`src/rtl/cdb_pkg.sv`:
```
// Purpose: shared CDB constants: default widths, producer priority indices, producer count.
// Latency: n/a (constants only).
// Backpressure: n/a.
package cdb_pkg;

    // Default CDB beat widths
    localparam int CDB_DEF_DATA_WIDTH   = 4;
    localparam int CDB_DEF_TAG_WIDTH    = 4;

    // Default aging threshold for the fixed-priority scheduler
    localparam int CDB_DEF_STARVE_LIMIT = 3;

    // Producer indices on the CDB; lower index = higher fixed priority
    localparam int CDB_OUT_ALU_PRIO     = 0;
    localparam int CDB_OUT_EU1_PRIO     = 1;
    localparam int CDB_OUT_EU2_PRIO     = 2;
    localparam int CDB_OUT_LOAD_PRIO    = 3;

    localparam int CDB_OUT_PARTICIPANTS = 4;

endpackage

```
`src/rtl/cdb_sched_picker.sv`:
```
// Purpose: one-hot winner pick: lowest requester inside the priority mask, else lowest requester.
// Latency: purely combinational, 0 cycles.
// Backpressure: none; the caller decides what a win means.
//
// Ports:
//   i_prio_mask  preferred set (aged requesters, or indices at/after the RR pointer)
//   i_req        request vector
//   o_win        one-hot winner, zero when i_req is zero
module cdb_sched_picker #(
    parameter int N = 4
) (
    input  logic [N-1:0] i_prio_mask,
    input  logic [N-1:0] i_req,
    output logic [N-1:0] o_win
);

    logic [N-1:0] w_hi;
    logic [N-1:0] w_src;

    assign w_hi  = i_req & i_prio_mask;
    // Preferred requesters first; fall back to the plain request set.
    // With a "at or after pointer" mask this yields wrap-around round robin.
    assign w_src = (|w_hi) ? w_hi : i_req;
    // Isolate the lowest set bit (two's-complement trick)
    assign o_win = w_src & (~w_src + N'(1));

endmodule

```
`src/rtl/cdb_scheduler.sv`:
```
// Purpose: shares the common data bus among PARTICIPANTS producers; same-cycle grant, registered beat.
// Latency: grant combinational in the request cycle; CDB beat exactly 1 cycle after grant.
// Backpressure: producer holds req/tag/data until granted; 1 beat/cycle throughput.
//
// Ports:
//   clk, rst_n           rising-edge clock, synchronous active-low reset
//   req/req_tag/req_data per-producer request and payload (slice i = producer i)
//   grant                one-hot or zero, forced zero while rst_n is low
//   cdb_valid/tag/data   registered CDB beat
//
// Build option: define CDB_SCHED_ROUND_ROBIN_EN for round-robin arbitration
// (no aging counters); otherwise fixed priority with starvation aging.
module cdb_scheduler
    import cdb_pkg::*;
#(
    parameter int PARTICIPANTS  = CDB_OUT_PARTICIPANTS,
    parameter int DATA_WIDTH    = CDB_DEF_DATA_WIDTH,
    parameter int CDB_TAG_WIDTH = CDB_DEF_TAG_WIDTH,
    parameter int STARVE_LIMIT  = CDB_DEF_STARVE_LIMIT
) (
    input  logic                                  clk,
    input  logic                                  rst_n,
    input  logic [PARTICIPANTS-1:0]               req,
    input  logic [PARTICIPANTS*CDB_TAG_WIDTH-1:0] req_tag,
    input  logic [PARTICIPANTS*DATA_WIDTH-1:0]    req_data,
    output logic [PARTICIPANTS-1:0]               grant,
    output logic                                  cdb_valid,
    output logic [CDB_TAG_WIDTH-1:0]              cdb_tag,
    output logic [DATA_WIDTH-1:0]                 cdb_data
);

    logic [PARTICIPANTS-1:0]  w_mask;
    logic [PARTICIPANTS-1:0]  w_win;
    logic [PARTICIPANTS-1:0]  w_grant;
    logic [CDB_TAG_WIDTH-1:0] w_tag;
    logic [DATA_WIDTH-1:0]    w_data;

    logic                     r_cdb_valid;
    logic [CDB_TAG_WIDTH-1:0] r_cdb_tag;
    logic [DATA_WIDTH-1:0]    r_cdb_data;

`ifdef CDB_SCHED_ROUND_ROBIN_EN
    localparam int PW = (PARTICIPANTS > 1) ? $clog2(PARTICIPANTS) : 1;

    logic [PW-1:0] r_rr_ptr;
    logic [PW-1:0] w_win_idx;
    logic [PW-1:0] w_rr_nxt;

    // Prefer indices at or after the pointer; the picker wraps to the low ones
    always_comb begin
        w_mask = '0;
        for (int i = 0; i < PARTICIPANTS; i++) begin
            w_mask[i] = (i >= int'(r_rr_ptr));
        end
    end

    always_comb begin
        w_win_idx = '0;
        for (int i = 0; i < PARTICIPANTS; i++) begin
            if (w_grant[i]) begin
                w_win_idx = PW'(i);
            end
        end
    end

    assign w_rr_nxt = (int'(w_win_idx) == PARTICIPANTS - 1) ? '0 : w_win_idx + PW'(1);

    always_ff @(posedge clk) begin
        if (!rst_n) begin
            r_rr_ptr <= '0;
        end else if (|w_grant) begin
            r_rr_ptr <= w_rr_nxt;
        end
    end
`else
    localparam int CW = $clog2(STARVE_LIMIT + 1);

    logic [CW-1:0] r_wait [PARTICIPANTS];

    // Aged set: requesters that have waited the full limit win over fresh ones
    always_comb begin
        w_mask = '0;
        for (int i = 0; i < PARTICIPANTS; i++) begin
            w_mask[i] = (r_wait[i] == CW'(STARVE_LIMIT));
        end
    end

    always_ff @(posedge clk) begin
        for (int i = 0; i < PARTICIPANTS; i++) begin
            if (!rst_n) begin
                r_wait[i] <= '0;
            end else if (!req[i] || w_grant[i]) begin
                r_wait[i] <= '0;
            end else if (r_wait[i] != CW'(STARVE_LIMIT)) begin
                r_wait[i] <= r_wait[i] + CW'(1);
            end
        end
    end
`endif

    cdb_sched_picker #(
        .N (PARTICIPANTS)
    ) u_picker (
        .i_prio_mask (w_mask),
        .i_req       (req),
        .o_win       (w_win)
    );

    // No grant may escape while reset is asserted, even with requests pending
    assign w_grant = w_win & {PARTICIPANTS{rst_n}};

    // Payload mux: grant is one-hot or zero, so an OR-reduction selects
    // the winner's slice and yields zero on an idle cycle.
    always_comb begin
        w_tag  = '0;
        w_data = '0;
        for (int i = 0; i < PARTICIPANTS; i++) begin
            if (w_grant[i]) begin
                w_tag  = w_tag  | req_tag[i*CDB_TAG_WIDTH +: CDB_TAG_WIDTH];
                w_data = w_data | req_data[i*DATA_WIDTH +: DATA_WIDTH];
            end
        end
    end

    // A beat granted in the cycle that ends with reset asserted is dropped
    always_ff @(posedge clk) begin
        if (!rst_n) begin
            r_cdb_valid <= 1'b0;
            r_cdb_tag   <= '0;
            r_cdb_data  <= '0;
        end else begin
            r_cdb_valid <= |w_grant;
            r_cdb_tag   <= w_tag;
            r_cdb_data  <= w_data;
        end
    end

    assign grant     = w_grant;
    assign cdb_valid = r_cdb_valid;
    assign cdb_tag   = r_cdb_tag;
    assign cdb_data  = r_cdb_data;

endmodule

```
`config.mk`:
```
export PLATFORM = sky130hd
export DESIGN_NAME = cdb_scheduler
export DESIGN_NICKNAME = d
export VERILOG_FILES = /design/src/rtl/cdb_pkg.sv /design/src/rtl/cdb_sched_picker.sv /design/src/rtl/cdb_scheduler.sv
export SDC_FILE = /design/constraint.sdc
export NUM_CORES = 1
export LEC_CHECK = 0
export ABC_CLOCK_PERIOD_IN_PS = 3340
export BUFFER_PORTS_ARGS = -buffer_cell sky130_fd_sc_hd__buf_4
export CELL_PAD_IN_SITES_DETAIL_PLACEMENT = 0
export CELL_PAD_IN_SITES_GLOBAL_PLACEMENT = 1
export CORE_AREA = 3 3 58 60
export DETAILED_ROUTE_END_ITERATION = 10
export DIE_AREA = 0 0 61 63
export PLACE_DENSITY = 0.87
export SYNTH_ARGS = -nofsm -noshare
export SYNTH_HDL_FRONTEND = slang
export SYNTH_HIERARCHICAL = 1
export SYNTH_SLANG_ARGS = --single-unit
```
`constraint.sdc`:
```
create_clock -name clk -period 3.34 [get_ports clk]
set_clock_uncertainty 0.2 [all_clocks]
set_input_delay 0.334 -clock clk [delete_from_list [all_inputs] [get_ports clk]]
set_output_delay 0.334 -clock clk [all_outputs]
set_load 0.005 [all_outputs]
```
Yosys cells after proc, flatten, opt, wreduce, memory -nomap -nowiden

Memory sizes are Yosys's and may differ from the RTL's.
Cells that the tools add are included.

Memories kept: 1
Output and inout bits: 13
Input bits: 38
Bits in registers: 9
RAM bits: 8
Logic and storage cells: 91

Bitwise operators: 18
Reductions and logical operators: 10
Mux-type cells: 46
Equal/unequal tests: 8
Add/sub/neg operators: 5

Memories:

| memory | depth | width | rd ports | clocked after memory_dff | write ports | line                | RTL |
|---|---|---|---|---|---|---|---|
| r_wait | 4     | 2     | 4        | 0                        | 4           | cdb_scheduler.sv:78 | `logic [CW-1:0] r_wait [PARTICIPANTS];` |

Operator list:

| operator                                     | count |
|---|---|
| two-way mux 4 bit                            | 9 |
| two-way mux 1 bit                            | 29 |
| OR 4 bit                                     | 6 |
| two-way mux 2 bit                            | 8 |
| AND 4 bit                                    | 3 |
| adder 2 x 1 -> 2 bit (second input constant) | 4 |
| == test 2 bit (second input constant)        | 4 |
| != test 2 bit (second input constant)        | 4 |
| OR 1 bit                                     | 8 |
| OR reduction 4 bit                           | 2 |
| adder 4 x 1 -> 4 bit (second input constant) | 1 |
| logical NOT 1 bit                            | 4 |
| logical OR 1 bit                             | 4 |
| inverter 4 bit                               | 1 |

Depth between registers and ports, before layout

Depth after elaboration: 15
Depth in mapped cells: 7
Depth with buffers taken out: 6

Hierarchy

Netlist, hierarchy kept.

Modules (own cells, without submodules):

| module           | cells an instance | sequential area each (sq um) | area each (sq um) | times used |
|---|---|---|---|---|
| cdb_scheduler    | 72                | 420.4                        | 889.6             | 1 |
| cdb_sched_picker | 15                | 0.0                          | 117.6             | 1 |

Worst setup path after synthesis

OpenSTA, ideal clock, no wires.

Path type: register -> output
Start point: memory r_wait[1][0] (netlist bit)
End point: output port grant[2]
Cell stages (with the launch flop): 7
Buffers on the path: 1
Path slack: 1.205 ns
Data required time: 2.806 ns
Arrival time: 1.601 ns
Path through: edfxtp_1 -> ha_1 -> a222oi_1 -> o21ai_0 -> nor3_2 -> buf_6 -> and2_1

RTL lines:

| element         | line                | RTL |
|---|---|---|
| start, declared | cdb_scheduler.sv:78 |  |
| end, declared   | cdb_scheduler.sv:26 | `output logic [PARTICIPANTS-1:0] grant,` |

==> results_dict.tcl <==
set metrics [dict create \
    status "completed" \
    antenna_found_initial 0 \
    synth-compound-area-share 0.2807 \
    grtUsageTotal 0.1485 \
    maxCapViolCount 0 \
    finalHoldViolCount 0 \
    grt_pass1_vias 965 \
    drv_slew 0 \
    globalplace.congestion 0.7478 \
    ctsHtreeMaxLevel 1 \
    power.total_mw 0.4468 \
    dp_hpwl_um 2131 \
    hold_buffers 0 \
    path_clk_slew_ns 0.11 \
    clockBufferDepth 2 \
    postCtsSetupRepairBufs 0 \
    drc_errors 0 \
    dr.pass1.iters 5 \
    synth_top_cell_by_area "edfxtp_1" \
    yosys_warnings 6 \
    worstSetupStartpointType "flip-flop" \
    final_net_count 180 \
    p_leak_nw 0.6027 \
    wl_um 2745 \
    combinationalPowerShare 0.225 \
    p_int_mw 0.3357 \
    final_util 0.4769 \
    die_w_um 61 \
    synthTopCellsByCount "a22oi_1, a21boi_1, dfxtp_1" \
    p_clk_frac 0.252 \
    worst_pin_slew_ns 0.7013 \
    drive_gt1_frac 0.4599 \
    synth_area_um2 1007 \
    numCtsBuffers 3 \
    clock_sinks 17 \
    final_critical_path_setup_slack_ns 0.4319 \
    crit_fanout 12 \
    ir_worst_vdd_mv 0.1882 \
    diodes 0 \
    synth_area_leaders "edfxtp_1, dfxtp_1, a22oi_1" \
    dpl_worst_slack_ns 0.7376 \
    cp.arrival_ns 2.37 \
    grt_pass1_wl_um 4312 \
    crit_required_ns 2.81 \
    coreArea_um2 2978 \
    muxShareOfSynthArea 0 \
    num_vias 961 \
    tns_ns 0 \
    cts_resized 0 \
    synth_cell_types 28 \
    async_flop_share 0 \
    clockRootBuffer "clkbuf_4" \
    endpoint_kind "primary output" \
    fillerInstances 275 \
    switching_power_mw 0.1111 \
    synth_ff_type "dfxtp_1" \
    clk_latency_ns 0.29 \
    syn_area_per_cell_um2 11.58 \
    pwr-share-seq 0.523 \
    synth_nets 129 \
    syn_to_final_growth_pct 40.99 \
    routedWlPerCell_um 16.15 \
    path_class "reg -> out" \
    synth-seq-cells 17 \
    cts_tree "yes" \
    num_io_pins 51 \
    antenna_left 0 \
    period_needed_ns 2.908 \
    synth_top_family_by_area "compound AO/OA/AOI/OAI gates" \
    num_rows 20 \
    setup_viol 0 \
    synth_cells 87 \
    initial_core_util 0.3382 \
    port_buffers 50 \
    synthAdderAreaFrac 0.04969 \
    powerDensity_nw_per_um2 314.6 \
    min_path_type "in -> reg" \
    synth-simple-area-share 0.2075 \
    ys_seq_area_frac 0.4174 \
    timing.fmax_ghz 0.3439 \
    fin_crit_sh 0.8707 \
    yosysMostFrequentCell "a22oi_1" \
    relSlewSlack 0.5299 \
    synth_top_area_frac 0.2385 \
    grt_max_degree 22 \
    viasPerCell 5.653 \
    fp.dieH_um 63 \
    synthXorXnorAreaFrac 0 \
    p_sw_frac 0.2486 \
    grt_setup_unrepaired "false" \
    synth_edf_count 8 \
    die-area_um2 3843 \
    drtIter0Drc 18 \
    grt_overflow 0 \
]
layout by cell type (no fill, tap or decap), drive strengths merged:
cell | Yosys | final
nand4b | 4 | 4
nand2b | 1 | 1
ha | 4 | 4
o41a | 1 | 1
clkbuf | 0 | 4
nor3 | 4 | 4
o21ai | 2 | 2
dfxtp | 9 | 9
o21a | 3 | 3
nor4b | 2 | 2
edfxtp | 8 | 8
a222oi | 2 | 2
nor3b | 2 | 2
buf | 6 | 52
a21boi | 10 | 10
a22oi | 17 | 17
nor4 | 2 | 2
o21bai | 1 | 1
nand3b | 2 | 2
a221oi | 1 | 1
nand2 | 2 | 2
and2 | 4 | 4
power groups by stage:
stage | registers (mW) | logic (mW) | clock network, mW
after floorplan | 0.239 | 0.0418 | 0
after global placement | 0.238 | 0.0984 | 0
after detailed placement | 0.239 | 0.101 | 0
after CTS | 0.234 | 0.101 | 0.115
after global routing | 0.235 | 0.110 | 0.124
final | 0.234 | 0.101 | 0.113
final timing paths:
kind / startpoint / end / depth (start not counted) / slack, ns
worst max register to register: r_wait[1][0] / r_wait[3][1] / 6 / 0.85
worst min register to register: r_wait[2][0] / r_wait[2][0] / 1 / 0.38
worst min-delay path: req_data[7] / cdb_data[3] / 3 / 0.1
worst max-delay path: r_wait[1][0] / grant[3] / 6 / 0.43
cell families after synthesis:
kind of cell	count (synthesis)
adder cells (fa/ha/maj)	4
AO/OA/AOI/OAI	37
AND/OR/NAND/NOR	23
flip-flops	17
buffers and inverters	6
per-stage QoR:
stage | std cells | cell area [µm²] | hold WS [ns]
6_report | 170 | 1420 | 0.09987
5_1_grt | 170 | 1420 | 0.1223
4_1_cts | 170 | 1420 | 0.09413
2_1_floorplan | 87 | 1007 | 0.3137
3_3_place_gp | 166 | 1394 | 0.3546
3_5_place_dp | 166 | 1394 | 0.3675
layer usage:
metal,global-route usage,up-vias,wire [µm]
met1,0.1662,458,999
li1,-,457,-
met2,0.2527,44,1521
met4,0.09756,0,34
met3,0.01653,2,191
met5,0,-,0
critical path: stages, from the launching register on:
cell and delay [ns]:
edfxtp_1 0.43, ha_1 0.34, a221oi_1 0.28, o21ai_0 0.14
nor3_2 0.55, and2_1 0.22, buf_4 0.11
sequential cells by signal, summed over array words and instances (netlist names):
register and flops:
cdb_tag 4, cdb_valid 1, cdb_data 4, r_wait 8
cell type report:
class,count,area (µm²),share of cell area
Multi-Input combinational cell,64,541.8,0.3815
Sequential cell,17,420.4,0.2960
Timing Repair Buffer,52,390.4,0.2749
Tap cell,33,41.29,0.02907
Clock buffer,4,26.28,0.01850
Power figures use the tool's default switching activity.
